$ cat src/rtl/sample_fifo_pkg.sv
// Shared types and elaboration helpers for the sample FIFO.
package sample_fifo_pkg;

    // Read-side behaviour: registered read data or first-word-fall-through.
    typedef enum logic {
        FIFO_STANDARD = 1'b0,
        FIFO_FWFT     = 1'b1
    } fifo_mode_t;

    // True when n is a positive power of two.
    function automatic bit is_pow2(input int n);
        return (n > 32'sd0) && ((n & (n - 32'sd1)) == 32'sd0);
    endfunction

endpackage

$ cat src/rtl/fifo_ram.sv
// Simple dual-port sample storage: synchronous write, asynchronous read, no reset.
module fifo_ram #(
    parameter int DATA_LENGTH  = 16,
    parameter int DEPTH_LENGTH = 16,
    parameter int DEPTH        = $clog2(DEPTH_LENGTH)
) (
    input  logic                   clk,
    input  logic                   i_wr_en,
    input  logic [DEPTH-1:0]       i_wr_addr,
    input  logic [DATA_LENGTH-1:0] i_wr_data,
    input  logic [DEPTH-1:0]       i_rd_addr,
    output logic [DATA_LENGTH-1:0] o_rd_data
);

    logic [DATA_LENGTH-1:0] r_mem [DEPTH_LENGTH];

    // Store the pushed word; contents are deliberately left unreset.
    always_ff @(posedge clk) begin
        if (i_wr_en) begin
            r_mem[i_wr_addr] <= i_wr_data;
        end
    end

    assign o_rd_data = r_mem[i_rd_addr];

endmodule

$ cat src/rtl/sample_fifo.sv
// Sample FIFO between the decimation filter chain and the readout logic.
// Owns pointers, status flags, sticky errors and the read-side output stage.
module sample_fifo
    import sample_fifo_pkg::*;
#(
    parameter int         DATA_LENGTH  = 16,
    parameter int         DEPTH_LENGTH = 16,
    parameter fifo_mode_t MODE         = FIFO_STANDARD,
    parameter int         DEPTH        = $clog2(DEPTH_LENGTH)
) (
    input  logic                   clk,
    input  logic                   rst_n,
    input  logic                   clear,
    input  logic                   write,
    input  logic [DATA_LENGTH-1:0] i_data,
    input  logic                   read,
    output logic [DATA_LENGTH-1:0] o_data,
    output logic                   o_valid,
    output logic [DEPTH:0]         level,
    input  logic [DEPTH:0]         almost_full_level,
    input  logic [DEPTH:0]         almost_empty_level,
    output logic                   full,
    output logic                   empty,
    output logic                   almost_full,
    output logic                   almost_empty,
    output logic                   full_error,
    output logic                   empty_error
);

    typedef logic [DEPTH:0] ptr_t;

    localparam ptr_t L_FULL_LEVEL = ptr_t'(DEPTH_LENGTH);
    localparam ptr_t L_PTR_STEP   = ptr_t'(1);

    if (!is_pow2(DEPTH_LENGTH) || (DEPTH_LENGTH < 32'sd2)) begin : g_bad_depth
        $error("sample_fifo: DEPTH_LENGTH must be a power of two and at least 2");
    end

    ptr_t                   r_wr_ptr;
    ptr_t                   r_rd_ptr;
    ptr_t                   w_level;
    logic                   w_full;
    logic                   w_empty;
    logic                   w_rd_acc;
    logic                   w_wr_acc;
    logic                   r_full_error;
    logic                   r_empty_error;
    logic [DATA_LENGTH-1:0] w_rd_data;

    // Fill level and status flags straight from the registered pointers (no lag).
    always_comb begin
        w_level      = r_wr_ptr - r_rd_ptr;
        w_full       = (w_level == L_FULL_LEVEL);
        w_empty      = (w_level == '0);
        almost_full  = (w_level >= almost_full_level);
        almost_empty = (w_level <= almost_empty_level);
    end

    // Acceptance: no read on empty, a write at full only when a read frees a slot.
    always_comb begin
        w_rd_acc = read && !w_empty && !clear;
        w_wr_acc = write && (!w_full || w_rd_acc) && !clear;
    end

    // Pointer advance; clear takes priority over any push or pop that cycle.
    always_ff @(posedge clk or negedge rst_n) begin
        if (!rst_n) begin
            r_wr_ptr <= '0;
            r_rd_ptr <= '0;
        end else if (clear) begin
            r_wr_ptr <= '0;
            r_rd_ptr <= '0;
        end else begin
            if (w_wr_acc) begin
                r_wr_ptr <= r_wr_ptr + L_PTR_STEP;
            end
            if (w_rd_acc) begin
                r_rd_ptr <= r_rd_ptr + L_PTR_STEP;
            end
        end
    end

    // Sticky overflow/underflow flags, released only by clear or reset.
    always_ff @(posedge clk or negedge rst_n) begin
        if (!rst_n) begin
            r_full_error  <= 1'b0;
            r_empty_error <= 1'b0;
        end else if (clear) begin
            r_full_error  <= 1'b0;
            r_empty_error <= 1'b0;
        end else begin
            r_full_error  <= r_full_error  | (write && !w_wr_acc);
            r_empty_error <= r_empty_error | (read && !w_rd_acc);
        end
    end

    fifo_ram #(
        .DATA_LENGTH (DATA_LENGTH),
        .DEPTH_LENGTH(DEPTH_LENGTH),
        .DEPTH       (DEPTH)
    ) u_ram (
        .clk      (clk),
        .i_wr_en  (w_wr_acc),
        .i_wr_addr(r_wr_ptr[DEPTH-1:0]),
        .i_wr_data(i_data),
        .i_rd_addr(r_rd_ptr[DEPTH-1:0]),
        .o_rd_data(w_rd_data)
    );

    if (MODE == FIFO_FWFT) begin : g_fwft
        // Head word shown directly; forced to zero while empty so stale memory never leaks.
        always_comb begin
            o_valid = !w_empty;
            o_data  = w_empty ? '0 : w_rd_data;
        end
    end else begin : g_std
        logic [DATA_LENGTH-1:0] r_data;
        logic                   r_valid;

        // Registered read port: data captured on an accepted pop, valid pulses one cycle.
        always_ff @(posedge clk or negedge rst_n) begin
            if (!rst_n) begin
                r_data  <= '0;
                r_valid <= 1'b0;
            end else if (clear) begin
                r_data  <= '0;
                r_valid <= 1'b0;
            end else begin
                r_valid <= w_rd_acc;
                if (w_rd_acc) begin
                    r_data <= w_rd_data;
                end
            end
        end

        assign o_data  = r_data;
        assign o_valid = r_valid;
    end

    assign level       = w_level;
    assign full        = w_full;
    assign empty       = w_empty;
    assign full_error  = r_full_error;
    assign empty_error = r_empty_error;

endmodule

$ cat config.mk
export PLATFORM = sky130hd
export DESIGN_NAME = sample_fifo
export DESIGN_NICKNAME = d
export VERILOG_FILES = /design/src/rtl/sample_fifo_pkg.sv /design/src/rtl/fifo_ram.sv /design/src/rtl/sample_fifo.sv
export SDC_FILE = /design/constraint.sdc
export NUM_CORES = 1
export LEC_CHECK = 0
export CORE_UTILIZATION = 40
export CTS_CLUSTER_SIZE = 40
export DETAILED_ROUTE_END_ITERATION = 10
export PLACE_DENSITY = 0.61
export SKIP_LAST_GASP = 1
export SYNTH_ARGS = -nofsm -noshare
export SYNTH_HDL_FRONTEND = slang
export SYNTH_SLANG_ARGS = --single-unit
$ cat constraint.sdc
create_clock -name clk -period 5.9 [get_ports clk]
set_input_delay 1.77 -clock clk [delete_from_list [all_inputs] [get_ports clk]]
set_output_delay 1.77 -clock clk [all_outputs]
set_load 0.01 [all_outputs]
---- After elaboration in Yosys (flattened, before gate mapping) ----
Memory sizes are Yosys's and may differ from the RTL's.
Cells that the tools add are included.
storage, ports and cells
  output and inout bits ................... 28
  memories kept ........................... 1
  RAM bits ................................ 256
  bits in registers ....................... 29
cells by class
  add/subtract/negate cells ............... 3
  $lt $le $gt $ge ......................... 2
  bitwise logic cells ..................... 2
  reduce and logical (&&, ||, !) cells .... 15
  muxes and demuxes ....................... 11
  equality and inequality tests ........... 1
memories
  memory       depth  width  read ports  clocked after Yosys merged registers in  wr ports  line            text
  u_ram.r_mem  16     16     1           0                                        1         fifo_ram.sv:15  logic [DATA_LENGTH-1:0] r_mem [DEPTH_LENGTH];
operators with widths
  operator             number
  $mux 16              2
  $mux 5               4
  $add 5x1->5 const B  2
  $logic_and 1x1->1    6
  $eq 5x5->1 const B   1
  $ge 5x5->1           1
  $le 5x5->1           1
  $logic_not 1->1      5
  $logic_not 5->1      1
  $mux 1               5
  $sub 5x5->5          1
  $reduce_bool 2->1    2
  $or 1x1->1           2
  $logic_or 1x1->1     1

---- Depth between registers and ports, before layout ----
Gate-level depths: netlist (run 1).
  depth in word-level cells ............... 12
  mapped depth ............................ 11
  gate-level depth less buffers ........... 10

---- Modules after synthesis ----
From an unflattened synthesis (run 1), not the netlist that was laid out.
second synthesis, totals
  cell total of the unflattened synthesis .. 588
  area total of the unflattened synthesis .. 11472.3 um^2
modules (own cells, without submodules)
  module       cells an instance  sequential area each (um^2)  times used  area each (um^2)
  fifo_ram     416                7687.4                       1           9723.1
  sample_fifo  172                725.7                        1           1749.2

---- Least setup slack after synthesis (run 1) ----
No wires, ideal clock.
  kind .................................... in2out
  start point ............................. input port almost_empty_level[1]
  end point ............................... output port almost_empty
  setup slack ............................. 1.268 ns
  path buffers ............................ 0
  stages .................................. 7
  arrival time ............................ 2.862 ns
  cell sequence ........................... inv_1 > ha_1 > nor2b_1 > o21a_1 > o21a_1 > o21a_1 > o22ai_1
between the ends
  cells in the longest elaborated chain, start to end .. 1
ends and longest elaborated chain
  element          line               text
  start, declared  sample_fifo.sv:21  input logic [DEPTH:0] almost_empty_level,
  $le 5x5->1       sample_fifo.sv:56  almost_empty = (w_level <= almost_empty_level);
  end, declared    sample_fifo.sv:25  output logic almost_empty,
No other way between the ends.

---- Final worst setup path (run 1) ----
Same ends and word-level chain as after synthesis.

==> results.cfg, run 1 <==
[run_status]
run_status = complete, no violations

[final_layout]
regArea_sq_um = 8420
nFillCells = 2425
drive_gt1_frac = 0.224
area_growth_pct = 18.1
fin_cells = 1122
fin_nets = 766
multiInputGateArea_sq_um = 3210
antenna_cells = 0
final_area_sq_um = 13900

[drt]
via_count = 6474
top_layer_used = met4
dr_wl_met3_mm = 1.66
wl_per_cell_um = 24.4
drc = 0
ant_nets = 0
first_pass_iters = 5
met1_length_mm = 11.6
via_per_inst = 5.77
drt-initial-drc-count = 568
wl_met2_mm = 13.5
routed_wirelength_mm = 27.4

[clock_network]
clkLatencyLatePin_ns = 0.55
htreeDepth = 1
ctsLongestPathBuffers = 3
cts_resized = 0
clk_pin_slew_worst_paths_ns = 0.06
cts_setup_buffers = 0
ctsRootBufferMaster = clkbuf_16
cts_buffers = 29
cts_sinks = 285
cts-hold-fix-buffers = 0
tritoncts = yes

[place]
dp_hpwl_mm = 15.9
io_buffers = 58
globalplace.congestion = 0.839
dp_cells = 1068
place_area_sq_um = 13000

[power_and_ir_drop]
ir_drop_v = 0.000303
p_per_area_nw_per_um2 = 435
static-leakage-power_nw = 4.65

[synthesis]
synth_cell_types = 49
synth.area.top_cells = edfxtp_1, mux4_2, dfrtp_1
synthCells = 632
syn_area_per_cell_sq_um = 18.7
yosysTopAreaCellShare = 0.652
yosys.area.top_type = edfxtp_1
ys_seq_area_frac = 0.713
synth_edf_count = 256
synth_fp_nets = 683
synthTopCellsByCount = edfxtp_1, mux4_2, nand2_1
yosysMostFrequentCell = edfxtp_1
yosys_register_bits = 285
syn-cell-area_sq_um = 11800
synthFlopType = edfxtp_1
synthArstFlopShare = 0.102
ys_warn_count = 0

[run]
max-cap-violations = 0

[grt]
grt_antenna_before_repair = 0
grt_max_degree = 68
grt_pass1_wl_mm = 41.6
grt_use_total = 0.185
grt_pass1_vias = 6729
grt.overflow.total = 0

[timing]
fin_crit_sh = 0.954
fin_crit_ns = 5.63
holdWs_ns = 0.514
tightest_slew_ns = 1.02
skew_ns = 0.0147
max_clock_freq_mhz = 178
hold_viol = 0
max-slew-margin-rel = 0.320
grt_setup_unrepaired = no
slew_viol_final = 0
setup-tns-final_ns = 0
setup_viol = 0

[worst_setup_path]
crit_required_ns = 4.13
cp.arrival_ns = 3.86
start_kind = input pin
crit_path_max_fanout = 2
worst_setup_path_end_kind = primary output
ff2ff_path_depth = 11
path_class = in -> out

[floorplanning]
die_x_um = 174
ios = 59
initial_core_util = 0.409
die_h_um = 174
die_area_sq_um = 30200
fp-row-count = 62
coreArea_sq_um = 28900

[worst_hold_path]
hold_class = reg -> reg
whs_path_depth = 2
## routing by layer
metal  up-vias  GRT usage
li1       2769          -
met1      3404      0.249
met2       250      0.313
met3        51     0.0261
met4         0     0.0574
met5         -          0
## placed cells by master, fill, tap and decap left out, drive strengths merged, types with 4 or more instances in the layout
master and instances:
edfxtp 256, nor2b 4, and4 16, nor2 29, bufinv 4, nand3 8
buf 30, a221o 16, clkbuf 36, dfrtp 29, clkinv 11, ha 19
a22oi 32, or4 5, nor3 6, a21o 4, nand2 35, mux4 64
nor4 7, a21oi 5, mux2 4, clkdlybuf4s50 58, inv 20
## final timing paths
| check | startpoint | endpoint | slack, ns |
|---|---|---|---|
| max in group asynchronous | rst_n | r_rd_ptr[1] | 3.91 |
| worst min register to register | full_error | full_error | 0.51 |
| worst max-delay path | almost_empty_level[1] | almost_empty | 0.27 |
| worst max register to register | r_wr_ptr[0] | u_ram.r_mem[12][2] | 2.16 |
| worst min-delay path | full_error | full_error | 0.51 |
| min in group asynchronous | rst_n | full_error | 1.65 |
## flip-flops by register name, summed over array words and instances, names as in the netlist
signal       count
o_valid          1
u_ram.r_mem    256
r_wr_ptr         5
full_error       1
empty_error      1
o_data          16
r_rd_ptr         5
## power breakdown
group | switching [mW] | leakage [nW] | total, mW | internal [mW]
Clock | 0.743 | 0.459 | 1.82 | 1.08
Combinational | 0.970 | 1.50 | 1.82 | 0.855
Sequential | 0.0860 | 2.69 | 2.41 | 2.32
## critical path, cell delays in order
cell and delay [ns]:
clkdlybuf4s50_1 0.46, inv_1 0.05, ha_1 0.28, nor2b_1 0.13, o21a_1 0.17, o21a_1 0.16
o21a_1 0.16, o22ai_1 0.11, clkdlybuf4s50_1 0.55
## per-stage QoR
step	power [mW]	util	worst slack, ns
3_5_place_dp	4.29	0.450	0.295
2_1_floorplan	3.66	-	1.27
3_3_place_gp	4.23	0.450	0.303
5_1_grt	6.34	0.483	0.175
4_1_cts	6.12	0.483	0.272
6_report	6.05	0.483	0.273
## layout make-up
type	instances	share of cell area
clock buffers	36	0.0540
flip-flops and latches	285	0.604
multi-input cells	292	0.230
well taps	384	0.0345
clock inverters	18	0.0144
repair buffers	88	0.0578
inverters	19	0.00512
## cell families after synthesis
family / synth area share
flip-flops: 0.713
AND/OR/NAND/NOR: 0.0552
AO/OA/AOI/OAI: 0.0554
multiplexers: 0.128
buffers and inverters: 0.0226
adder cells (fa/ha/maj): 0.0218
XOR/XNOR: 0.00424
Note: power is estimated with default switching activity, not from simulation.
==> run 2, diff against run 1 <==
- GPL_TIMING_DRIVEN: default -> 0
==> results.cfg, run 2 (synthesis results as in run 1) <==
[worst_setup_path]
slowest_delay_ns = 0.57
cp.arrival_ns = 3.91
crit_path_max_fanout = 10
cp_num_buf_inv = 4
critical_path_depth = 12
r2r_slack_ns = 1.78
regToRegEndpoint = u_ram.r_mem[8][11]
critPathTopFamily = buffers and inverters
crit_required_ns = 4.13
r2r-start = r_rd_ptr[1]
cp_cell_sequence = inv_1 -> ha_1 -> fa_1 -> nand2b_1 -> a21oi_2 -> xor2_4 -> buf_6 -> inv_1 -> ha_1 -> nand3_1 -> o22ai_1 -> clkdlybuf4s50_1
worst_setup_path_end_kind = primary output
start_kind = register
slowest_stage = clkdlybuf4s50_1
ff2ff_path_depth = 12
path_class = reg -> out

[drt]
wl_per_cell_um = 23.9
routed_wirelength_mm = 27.8
drt-initial-drc-count = 465
drc = 0
via_count = 6512
via_per_inst = 5.61
first_pass_iters = 5
ant_nets = 0

[grt]
grt_pass1_vias = 6731
grt.overflow.total = 0
grt_max_degree = 30
grt_antenna_before_repair = 0
grt_use_total = 0.186
grt_pass1_wl_mm = 41.7

[power_and_ir_drop]
static-leakage-power_nw = 4.78
power.switching_mw = 1.87
clkPwrFrac = 0.276
ir_drop_v = 0.000318
p_per_area_nw_per_um2 = 428
swShare = 0.308
power_frac_seq = 0.400
p_comb_frac = 0.324
p_int_mw = 4.19
finalPower_mw = 6.05

[clock_network]
cts_setup_buffers = 0
tritoncts = yes
clk_pin_slew_worst_paths_ns = 0.06
ctsRootBufferMaster = clkbuf_16
htreeDepth = 1
cts_sinks = 285
clkLatencyLatePin_ns = 0.54
cts_buffers = 29
cts-hold-fix-buffers = 0
ctsLongestPathBuffers = 3

[final_layout]
final_area_sq_um = 14200
max_flop_register = u_ram.r_mem
final_common_cell = edfxtp_1
fin_nets = 805
antenna_cells = 0
largest_register_ffs = 256
area_growth_pct = 19.9
drive_gt1_frac = 0.233
fin_cells = 1160
final_cell_mix = edfxtp_1, mux4_2, clkdlybuf4s50_1, nand2_1, a22oi_1
postLayoutCoreUtil = 0.490

[timing]
skew_ns = 0.0190
slew_viol_final = 0
tightest_slew_ns = 1.02
setup_slack_ns = 0.225
setup-tns-final_ns = 0
grt_setup_unrepaired = no
fin_crit_sh = 0.962
setup_viol = 0
fin_crit_ns = 5.68
hold_viol = 0
max_clock_freq_mhz = 176
holdWs_ns = 0.508
max-slew-margin-rel = 0.313

[floorplanning]
die_x_um = 174
die_area_sq_um = 30200
die_h_um = 174
coreArea_sq_um = 28900
fp-row-count = 62
initial_core_util = 0.409
ios = 59

[run]
max-cap-violations = 0

[place]
dp_hpwl_mm = 19.4
post-place-ws_ns = 0.274
dp_cells = 1108
globalplace.congestion = 0.856
place_area_sq_um = 13300
io_buffers = 58

[worst_hold_path]
min_from = empty_error
whs_path_depth = 2
hold_class = reg -> reg
worstHoldEndpoint = empty_error

[run_status]
run_status = complete, no violations
==> run 2: cell count changes in the layout (fill, tap and decap cells not counted), moves of 2 or more <==
cell       before  now
buf_2           0    6
buf_4          30   23
buf_6           0   16
buf_8           0    3
bufinv_16       4    0
clkbuf_1        7   29
clkbuf_8        0    2
clkinv_1        5    3
clkinv_2        4    7
dfrtp_1        27   29
==> run 2: final cells by class <==
type / count / area (sq um)
fillers: 2379 / 14700
flip-flops and latches: 285 / 8410
multi-input cells: 292 / 3220
repair buffers: 92 / 907
clock buffers: 39 / 783
well taps: 384 / 480
plain buffers: 35 / 198
clock inverters: 14 / 82.6
inverters: 19 / 71.3
==> run 2: worst max-delay path by stage <==
stage	startpoint	endpoint
6_report	r_wr_ptr[0]	almost_empty
4_1_cts	r_wr_ptr[0]	almost_empty
2_1_floorplan	almost_empty_level[1]	almost_empty
5_1_grt	r_wr_ptr[0]	almost_empty
3_3_place_gp	clear	u_ram.r_mem[9][10]
3_5_place_dp	almost_empty_level[1]	almost_empty
==> run 2: power groups by stage <==
stage          Clock (mW)  Sequential [mW]  Combinational (mW)
5_1_grt              1.77             2.43                2.12
2_1_floorplan           0             2.44                1.22
3_5_place_dp            0             2.46                1.96
6_report             1.67             2.42                1.96
4_1_cts              1.70             2.42                1.97
3_3_place_gp            0             2.45                1.89
==> run 2: worst reg2reg max path: stages (launching register included) <==
cell and delay (ns):
dfrtp_1 0.47, buf_2 0.56, inv_1 0.11, ha_1 0.29, nand3b_1 0.14, and4bb_1 0.26, nor2_2 0.32, nor3_2 0.19
buf_2 0.26, nor4_2 0.55, buf_4 0.26, buf_4 0.19, buf_4 0.21
==> run 2: what timing repair did <==
item,4_1_cts,5_1_grt
resized for setup,0,4
cloned,0,0
setup endpoints to repair,1,1
==> run 2: layer usage <==
metal | vias to the layer above | global-route usage | part of all wire
met4 | 0 | 0.0724 | 0.035
li1 | 2847 | - | -
met3 | 59 | 0.0296 | 0.061
met1 | 3363 | 0.244 | 0.41
met5 | - | 0 | 0
met2 | 243 | 0.313 | 0.49
